--- config.mk ---
export PLATFORM = sky130hd
export DESIGN_NAME = ingress_injection_scheduler_flat
export DESIGN_NICKNAME = d
export VERILOG_FILES = /design/src/rtl/ingress_injection_scheduler_if.sv /design/src/rtl/ingress_injection_scheduler.sv /design/src/flat_wrapper.sv
export SDC_FILE = /design/constraint.sdc
export NUM_CORES = 1
export LEC_CHECK = 0
export ABC_AREA = 1
export ABC_CLOCK_PERIOD_IN_PS = 4850
export CAP_MARGIN = 25
export CORE_ASPECT_RATIO = 1.4
export CORE_MARGIN = 1.5
export CORE_UTILIZATION = 59
export CTS_CLUSTER_SIZE = 20
export DETAILED_ROUTE_END_ITERATION = 8
export GPL_TIMING_DRIVEN = 0
export PLACE_DENSITY = 0.82
export SLEW_MARGIN = 20
export SYNTH_ARGS = -nofsm -noshare
export SYNTH_HDL_FRONTEND = slang
export SYNTH_SLANG_ARGS = --single-unit
--- constraint.sdc ---
create_clock -name clock -period 4.85 [get_ports clock]
set_input_delay 1.455 -clock clock [delete_from_list [all_inputs] [get_ports clock]]
set_output_delay 1.455 -clock clock [all_outputs]
set_load 0.03 [all_outputs]
--- src/rtl/ingress_injection_scheduler_if.sv ---
// Bundle of the harness-control and per-ingress grant signals of the
// ingress injection scheduler.
//   master : test harness / flit-generator side (drives start, abort, ingress_ready)
//   slave  : scheduler side (drives grants, flit ids, status and cycle count)
// Ports carried:
//   start, abort                 run control pulses
//   ingress_ready[N]             per-ingress grant acceptance
//   inject_valid[N]              per-ingress injection grant
//   inject_flit_id[N*CNT_W]      per-ingress flit index, slice i = [i*CNT_W +: CNT_W]
//   busy, done, stall_err        run status
//   cycle_count[CNT_W]           RUN cycles this run, saturating
interface ingress_injection_scheduler_if #(
  parameter int NUM_INGRESSES = 4,
  parameter int CNT_W         = 16
);
  logic                             start;
  logic                             abort;
  logic [NUM_INGRESSES-1:0]         ingress_ready;
  logic [NUM_INGRESSES-1:0]         inject_valid;
  logic [NUM_INGRESSES*CNT_W-1:0]   inject_flit_id;
  logic                             busy;
  logic                             done;
  logic                             stall_err;
  logic [CNT_W-1:0]                 cycle_count;

  modport master (
    output start, abort, ingress_ready,
    input  inject_valid, inject_flit_id, busy, done, stall_err, cycle_count
  );

  modport slave (
    input  start, abort, ingress_ready,
    output inject_valid, inject_flit_id, busy, done, stall_err, cycle_count
  );
endinterface

--- src/rtl/ingress_injection_scheduler.sv ---
// Paces NUM_INGRESSES independent ingress units during a NoC test run.
// Each ingress earns injection credit at INJECTION_RATE percent of cycles,
// gets one grant per flit until NUM_FLITS have been issued, then the run
// reports done. Also exports a RUN cycle counter and a stall watchdog.
// Ports:
//   clock  in  clock, all state on posedge
//   reset  in  asynchronous reset, active-low
//   bus    slave modport of ingress_injection_scheduler_if
//          (start/abort/ingress_ready in; inject_valid/inject_flit_id/
//           busy/done/stall_err/cycle_count out)
//
// state   | meaning
// IDLE    | waiting for start, all grants off
// RUN     | pacing and granting flits
// DONE    | every ingress issued NUM_FLITS; pacing frozen, counters held
module ingress_injection_scheduler #(
  parameter int NUM_INGRESSES  = 4,
  parameter int NUM_FLITS      = 16,
  parameter int INJECTION_RATE = 100,
  parameter int CNT_W          = 16,
  parameter int TIMEOUT        = 1024
) (
  input logic clock,
  input logic reset,
  ingress_injection_scheduler_if.slave bus
);

  generate
    if (INJECTION_RATE < 1 || INJECTION_RATE > 100) begin : g_bad_rate
      $error("INJECTION_RATE must be within 1..100");
    end
  endgenerate

  localparam logic [1:0] ST_IDLE = 2'd0;
  localparam logic [1:0] ST_RUN  = 2'd1;
  localparam logic [1:0] ST_DONE = 2'd2;

  localparam int               IDLE_W      = $clog2(TIMEOUT + 1);
  localparam logic [IDLE_W-1:0] TIMEOUT_C  = IDLE_W'(TIMEOUT);
  localparam logic [7:0]       RATE_C      = 8'(INJECTION_RATE);
  localparam logic [CNT_W-1:0] NUM_FLITS_C = CNT_W'(NUM_FLITS);

  logic [1:0]               state;
  logic                     run;
  logic                     start_ok;
  logic [NUM_INGRESSES-1:0] valid;
  logic [NUM_INGRESSES-1:0] fire;
  logic [NUM_INGRESSES-1:0] last;
  logic [CNT_W-1:0]         cycle_cnt;
  logic [IDLE_W-1:0]        idle_cnt;
  logic [IDLE_W-1:0]        idle_next;
  logic                     stall;

  assign run      = (state == ST_RUN);
  assign start_ok = bus.start & ~bus.abort & (state != ST_RUN);

  for (genvar i = 0; i < NUM_INGRESSES; i++) begin : g_ing
    logic [7:0]       acc;
    logic [7:0]       sum;
    logic             pending;
    logic [CNT_W-1:0] flit_id;
    logic [CNT_W-1:0] remaining;

    assign sum      = acc + RATE_C;
    assign valid[i] = run & pending & (remaining != '0);
    assign fire[i]  = valid[i] & bus.ingress_ready[i];
    // This ingress has nothing left after the current cycle.
    assign last[i]  = (remaining == '0) | (fire[i] & (remaining == CNT_W'(1)));
    assign bus.inject_flit_id[i*CNT_W +: CNT_W] = flit_id;

    always_ff @(posedge clock or negedge reset) begin
      if (!reset) begin
        acc       <= '0;
        pending   <= 1'b0;
        flit_id   <= '0;
        remaining <= '0;
      end else if (bus.abort) begin
        acc       <= '0;
        pending   <= 1'b0;
        flit_id   <= '0;
        remaining <= '0;
      end else if (start_ok) begin
        acc       <= '0;
        pending   <= 1'b0;
        flit_id   <= '0;
        remaining <= NUM_FLITS_C;
      end else if (run) begin
        // A held pending flit blocks accumulation so at most one flit of
        // credit is ever banked under backpressure.
        if (!pending || fire[i]) begin
          if (sum >= 8'd100) begin
            acc     <= sum - 8'd100;
            pending <= 1'b1;
          end else begin
            acc <= sum;
            if (fire[i]) pending <= 1'b0;
          end
        end
        if (fire[i]) begin
          remaining <= remaining - CNT_W'(1);
          flit_id   <= flit_id + CNT_W'(1);
        end
      end
    end
  end

  always_ff @(posedge clock or negedge reset) begin
    if (!reset) begin
      state <= ST_IDLE;
    end else if (bus.abort) begin
      state <= ST_IDLE;
    end else begin
      case (state)
        ST_IDLE: if (bus.start) state <= ST_RUN;
        ST_RUN:  if (&last) state <= ST_DONE;
        ST_DONE: if (bus.start) state <= ST_RUN;
        default: state <= ST_IDLE;
      endcase
    end
  end

  always_comb begin
    idle_next = idle_cnt;
    if (|fire) idle_next = '0;
    else if (idle_cnt != TIMEOUT_C) idle_next = idle_cnt + IDLE_W'(1);
  end

  always_ff @(posedge clock or negedge reset) begin
    if (!reset) begin
      cycle_cnt <= '0;
      idle_cnt  <= '0;
      stall     <= 1'b0;
    end else if (bus.abort || start_ok) begin
      cycle_cnt <= '0;
      idle_cnt  <= '0;
      stall     <= 1'b0;
    end else if (run) begin
      if (cycle_cnt != '1) cycle_cnt <= cycle_cnt + CNT_W'(1);
      idle_cnt <= idle_next;
      if (idle_next == TIMEOUT_C) stall <= 1'b1;
    end
  end

  assign bus.inject_valid = valid;
  assign bus.busy         = run;
  assign bus.done         = (state == ST_DONE);
  assign bus.stall_err    = stall;
  assign bus.cycle_count  = cycle_cnt;

endmodule

--- src/flat_wrapper.sv ---
// flat-port wrapper written by rule: the top's interface ports become plain ports
module ingress_injection_scheduler_flat 
#(
  parameter int NUM_INGRESSES  = 4,
  parameter int NUM_FLITS      = 16,
  parameter int INJECTION_RATE = 100,
  parameter int CNT_W          = 16,
  parameter int TIMEOUT        = 1024
)
  (clock, reset, bus_start, bus_abort, bus_ingress_ready, bus_inject_valid, bus_inject_flit_id, bus_busy, bus_done, bus_stall_err, bus_cycle_count);
  ingress_injection_scheduler_if #(.NUM_INGRESSES(NUM_INGRESSES), .CNT_W(CNT_W)) bus_i ();
  input logic clock;
  input logic reset;
  input wire logic [$bits(bus_i.start)-1:0] bus_start;
  input wire logic [$bits(bus_i.abort)-1:0] bus_abort;
  input wire logic [$bits(bus_i.ingress_ready)-1:0] bus_ingress_ready;
  output wire logic [$bits(bus_i.inject_valid)-1:0] bus_inject_valid;
  output wire logic [$bits(bus_i.inject_flit_id)-1:0] bus_inject_flit_id;
  output wire logic [$bits(bus_i.busy)-1:0] bus_busy;
  output wire logic [$bits(bus_i.done)-1:0] bus_done;
  output wire logic [$bits(bus_i.stall_err)-1:0] bus_stall_err;
  output wire logic [$bits(bus_i.cycle_count)-1:0] bus_cycle_count;
  assign bus_i.start = bus_start;
  assign bus_i.abort = bus_abort;
  assign bus_i.ingress_ready = bus_ingress_ready;
  assign bus_inject_valid = bus_i.inject_valid;
  assign bus_inject_flit_id = bus_i.inject_flit_id;
  assign bus_busy = bus_i.busy;
  assign bus_done = bus_i.done;
  assign bus_stall_err = bus_i.stall_err;
  assign bus_cycle_count = bus_i.cycle_count;
  ingress_injection_scheduler #(.NUM_INGRESSES(NUM_INGRESSES), .NUM_FLITS(NUM_FLITS), .INJECTION_RATE(INJECTION_RATE), .CNT_W(CNT_W), .TIMEOUT(TIMEOUT)) u_core (.clock(clock), .reset(reset), .bus(bus_i));
endmodule
==> metrics.txt, run 1 <==
GR peak layer met2; Layout area overhead 17.5%; initial core utilization 0.601; Yosys reg bits 186; Total Routing Usage GR 0.291; crit path from u_core.state[1]; yosys warns 0; CP Capture Type output pin; maxcap violations 0; die area 18500 µm²; WS Path Type register to output pin; final-report setup violation count 0; Clock Sinks 186; post-DR wirelength/cell 15.5 µm; DRT antenna net count 0; critical path arrival 2500 ps; Cell Chain, Critical Path nor2_4 -> inv_2 -> nor2_1 -> a21boi_0 -> clkdlybuf4s50_1; RSZ-0062 raised after global routing no; ys async rst share 1.00; Placed Cells 1629; hold depth 1; vias in the first global route 9256; Leakage Power 5.54 nW; Slew headroom 0.364; HPWL after detailed placement 18000 µm; synthesized instance count 1298; final std cells w/o fill 1661; hold path startpoint u_core.g_ing[1].remaining[7]; via count 9334; post-CTS setup buffer count 0; Mapped Avg Cell Area 8.03 µm²; Fin Clk Skew 10.9 ps; CTS Buf Count 17; layout cells sized above 1 0.0793; final core occ 0.707; met1 usage 0.363; Ant. Diodes 0; Critical Path RT 3390 ps; fmax 253 MHz; r2r startpoint u_core.state[0]; gr ovfl total 0; commonest cells after routing, fill and taps aside 220 x nand2_1, 186 x dfrtp_1, 168 x inv_1, 143 x nor2_1, 98 x o21ai_0; Slew Viols, Final 0; Final Instance Area 12200 µm²; first-pass GRT wire length 43000 µm; outcome finished, final reports clean; CTS Hold Bufs 0; port buffer count 94; WHS 501 ps; Clock Path Buffers 2; CTS tree yes; antenna violations before repair 0; worst stage delay on the critical path 720 ps; Worst Max-Slew Pin Slew 955 ps; largest net degree at the start of global routing 95; capturing point of the worst reg2reg path u_core.bus.cycle_count[8]; clk slew on worst S/H paths 60 ps; Worst Setup Start Kind register; Unique masters post-synth 49; crit path to bus_inject_valid[2]; Hold Violations, Final 0; Via-to-Cell Ratio 5.62; Synth Cell Area 10400 µm²; row count 57; post-cts repair resize count 0; DR pass1 iterations 5; sequential share of the synthesized area 0.447; slowest CP cell clkdlybuf4s50_1; Core Box Area 17300 µm²; final worst path period need 3950 ps; min-delay worst type register to register; Main synth FF type dfrtp_1; met2 global-route usage 0.489; Worst Path Max Fanout 7; commonest non-fill, non-tap cell in the layout nand2_1; Die Span X 115 µm; syn nets 1330; Nets 1444; later-pin clock latency in the skew report 440 ps; Die H 160 µm; Reg2Reg Depth 9; CTS root buf clkbuf_16; num ports 95; H-tree levels 4; Max IR drop VDD 0.000331 V; Total Wirelength 25700 µm; r2r setup slk 2430 ps; number of remaining DRC errors 0; Power Density 380 nW/µm²; Post-synth EDFFs 0; final weighted congestion in routability-driven placement 0.919; Placed Instance Area 11700 µm²; fin crit share 0.815; initial DRC count 700; met3 usage 0.0493
## worst min-delay path by stage
stage / endpoint / slack (ps)
5_1_grt: u_core.g_ing[0].flit_id[14] / 530
3_3_place_gp: u_core.g_ing[1].remaining[7] / 480
6_report: u_core.g_ing[1].remaining[7] / 500
3_5_place_dp: u_core.g_ing[0].flit_id[14] / 490
4_1_cts: u_core.g_ing[1].remaining[7] / 500
2_1_floorplan: u_core.g_ing[1].remaining[11] / 460
## where the power goes
group / total, mW / switching, mW / internal (mW) / leakage, nW
combinational: 1.45 / 0.932 / 0.514 / 2.72
sequential: 1.86 / 0.153 / 1.71 / 2.55
clock: 1.35 / 0.612 / 0.735 / 0.266
## state kept, by name (all words and copies together), names as in the netlist
register	count
u_core.bus.stall_err	1
u_core.g_ing.remaining	64
u_core.bus.cycle_count	16
u_core.idle_cnt	11
u_core.g_ing.acc	24
u_core.g_ing.flit_id	64
u_core.state	2
u_core.g_ing.pending	4
## worst max-delay path: cells and delay by family, from the launching register on
family          cells  cell delay, ps
simple gates        2             460
flops               1             420
compound gates      1             290
buf+inv             2             890
## per-layer routing
metal | vias up | wire, µm
met1 | 4490 | 10700
met4 | 0 | 748
met5 | - | 0
met2 | 265 | 13000
li1 | 4517 | -
met3 | 62 | 1230
## through the flow
step	power (mW)	TNS, ps	setup WS (ps)
2_1_floorplan	2.95	0	1650
3_3_place_gp	3.25	-1031310	-5560
3_5_place_dp	3.30	0	812
4_1_cts	4.65	0	919
5_1_grt	4.93	0	817
6_report	4.65	0	897
## synthesized netlist by cell type (2+ instances only)
cell type	n	area, µm²
nor3_1	58	290
nand3_4	2	35.0
nor3_4	2	32.5
nor2_2	16	100
nor4_1	4	25.0
and3_1	16	100
a2bb2oi_1	2	17.5
a22o_1	3	26.3
o21a_1	4	30.0
nand2_4	4	45.0
buf_4	3	22.5
nand3_1	52	260
o21ai_0	98	490
a221oi_1	2	17.5
inv_2	6	22.5
o31ai_1	3	22.5
buf_6	5	56.3
a31oi_1	5	31.3
o22ai_1	28	175
nor3_2	4	40.0
nand3_2	5	50.1
xnor2_1	10	87.6
nand2_2	11	68.8
dfrtp_1	186	4650
nand4_2	3	37.5
o21ai_1	12	60.1
clkbuf_1	11	41.3
nor3b_1	2	15.0
nor2_1	143	537
buf_2	5	25.0
a21oi_1	85	425
a21boi_0	4	30.0
nor2_4	8	90.1
inv_1	168	631
nand2_1	220	826
buf_1	2	7.51
nand4_1	17	106
o21ai_4	4	65.1
xor2_1	45	394
o211ai_1	2	15.0
ha_1	24	300
a211oi_1	7	52.6
## logic make-up after synthesis
| kind of cell | synth area share |
|---|---|
| xor+xnor | 0.0462 |
| flops | 0.447 |
| fa+ha+maj | 0.0288 |
| buf+inv | 0.0783 |
| simple gates | 0.257 |
| compound gates | 0.143 |
## final cells by class
class / count / area, µm²
fill: 1326 / 5090
multi-input combinational: 910 / 4950
sequential: 186 / 4650
timing repair buffer: 95 / 973
inverter: 176 / 663
clock buffer: 22 / 464
tap: 236 / 295
buffer: 26 / 153
clock inverter: 10 / 93.8
Note: power is estimated with default switching activity, not from simulation.
==> inputs of run 2 (changes only) <==
--- a/config.mk
+++ b/config.mk
@@ -6,15 +6,15 @@
 export NUM_CORES = 1
 export LEC_CHECK = 0
 export ABC_AREA = 1
-export ABC_CLOCK_PERIOD_IN_PS = 4850
+export ABC_CLOCK_PERIOD_IN_PS = 3950
 export CAP_MARGIN = 25
 export CORE_ASPECT_RATIO = 1.4
 export CORE_MARGIN = 1.5
-export CORE_UTILIZATION = 59
+export CORE_UTILIZATION = 58
 export CTS_CLUSTER_SIZE = 20
 export DETAILED_ROUTE_END_ITERATION = 8
 export GPL_TIMING_DRIVEN = 0
-export PLACE_DENSITY = 0.82
+export PLACE_DENSITY = 0.8
 export SLEW_MARGIN = 20
 export SYNTH_ARGS = -nofsm -noshare
 export SYNTH_HDL_FRONTEND = slang
==> constraint.sdc (replaced) <==
create_clock -name clock -period 3.95 [get_ports clock]
set_input_delay 1.185 -clock clock [delete_from_list [all_inputs] [get_ports clock]]
set_output_delay 1.185 -clock clock [all_outputs]
set_load 0.03 [all_outputs]
==> run 2 against run 1 <==
Compared with the run above: combinational power grew 23%; flip-flop and latch count is the same; register-to-register slack lost 930 ps; die area grew 1.7%; power grew 23%; routed wire length grew 1.1%; setup slack lost 630 ps; critical path type unchanged; largest power group unchanged; highest routed layer unchanged.
==> metrics.txt, run 2 (synthesis results as in run 1) <==
outcome finished, final reports clean; Via-to-Cell Ratio 5.64; Fin Clk Skew 11.0 ps; DR pass1 iterations 5; HPWL after detailed placement 18400 µm; fin crit share 0.932; critical path arrival 2500 ps; Nets 1444; largest net degree at the start of global routing 97; Total Wirelength 26000 µm; r2r startpoint u_core.state[0]; vias in the first global route 9035; final worst path period need 3680 ps; dpl ws 179 ps; Total Routing Usage GR 0.287; final core occ 0.701; WS Path Type register to output pin; Core Box Area 17500 µm²; Layout area overhead 17.6%; fmax 272 MHz; commonest non-fill, non-tap cell in the layout nand2_1; later-pin clock latency in the skew report 440 ps; layout cells sized above 1 0.0814; initial core utilization 0.596; post-DR wirelength/cell 15.6 µm; Leakage Power 5.54 nW; CP Capture Type output pin; Worst Setup Start Kind register; hold path startpoint u_core.g_ing[1].remaining[7]; maxcap violations 0; DRT antenna net count 0; CTS Hold Bufs 0; antenna violations before repair 0; Max IR drop VDD 0.000419 V; min-delay worst type register to register; port buffer count 94; via count 9365; Slew Viols, Final 0; r2r setup slk 1500 ps; Die H 162 µm; CTS Buf Count 17; WHS 500 ps; Clock Path Buffers 2; RSZ-0062 raised after global routing no; final setup margin 267 ps; Slew headroom 0.374; commonest cells after routing, fill and taps aside 220 x nand2_1, 186 x dfrtp_1, 168 x inv_1, 143 x nor2_1, 98 x o21ai_0; initial DRC count 646; Ant. Diodes 0; Top Registers u_core.g_ing.flit_id (64), u_core.g_ing.remaining (64), u_core.g_ing.acc (24); post-cts repair resize count 0; number of remaining DRC errors 0; die area 18800 µm²; CTS root buf clkbuf_16; num ports 95; Worst Max-Slew Pin Slew 940 ps; first-pass GRT wire length 42500 µm; Hold Violations, Final 0; Placed Cells 1629; gr ovfl total 0; Worst Path Max Fanout 7; final-report setup violation count 0; H-tree levels 4; Die Span X 116 µm; Power Density 469 nW/µm²; Critical Path RT 2760 ps; row count 57; CTS tree yes; final std cells w/o fill 1661; post-CTS setup buffer count 0; crit path from u_core.state[0]; clk slew on worst S/H paths 70 ps; final weighted congestion in routability-driven placement 0.895; Clock Sinks 186
[run 2: cell count changes in the layout (fill, tap and decap cells not counted)]
cell        previous run  this run
bufinv_16              1         0
inv_6                  1         5
clkinv_2               3         0
inv_8                  0         3
clkbuf_8               2         1
clkbuf_1              14        11
clkinvlp_4             3         2
clkinv_4               2         4
[run 2: worst paths after layout]
check,end,depth (start not counted)
min,u_core.g_ing[1].remaining[7],1
max reg2reg,u_core.g_ing[0].remaining[11],9
min reg2reg,u_core.g_ing[1].remaining[7],1
min in group asynchronous,u_core.g_ing[0].acc[3],1
max,bus_inject_valid[2],6
max in group asynchronous,u_core.g_ing[2].acc[7],2
[run 2: stage by stage]
stage	setup TNS (ps)	total power [mW]	instance area, µm²
floorplan	0	3.62	10400
global placement	-1141650	3.99	11700
detailed placement	0	4.07	11700
CTS	0	5.75	12300
global route	0	6.06	12300
finish	0	5.74	12300
[run 2: critical path: stages (launching register included)]
cell and delay (ps):
dfrtp_1 390, inv_1 90, nor2_4 210, inv_2 180, nor2_1 230, a21boi_0 260, clkdlybuf4s50_1 710
[run 2: final cells by class]
class / instances / area (µm²)
Buffer: 26 / 153
Clock buffer: 18 / 439
Clock inverter: 14 / 128
Fill cell: 1397 / 5220
Inverter: 176 / 663
Multi-Input combinational cell: 910 / 4950
Sequential cell: 186 / 4650
Tap cell: 236 / 295
Timing Repair Buffer: 95 / 973
[run 2: routing by layer]
metal,wire (µm),part of all wire,up-vias,GRT usage
met5,0,0,-,0
met4,703,0.027,0,0.120
met2,13400,0.52,260,0.494
li1,-,-,4528,-
met1,10600,0.41,4513,0.358
met3,1180,0.046,64,0.0417
[run 2: power by group]
group | total [mW] | switching, mW | internal [mW] | leakage, nW
registers | 2.28 | 0.189 | 2.09 | 2.55
logic | 1.79 | 1.15 | 0.632 | 2.72
clock network | 1.67 | 0.823 | 0.850 | 0.274
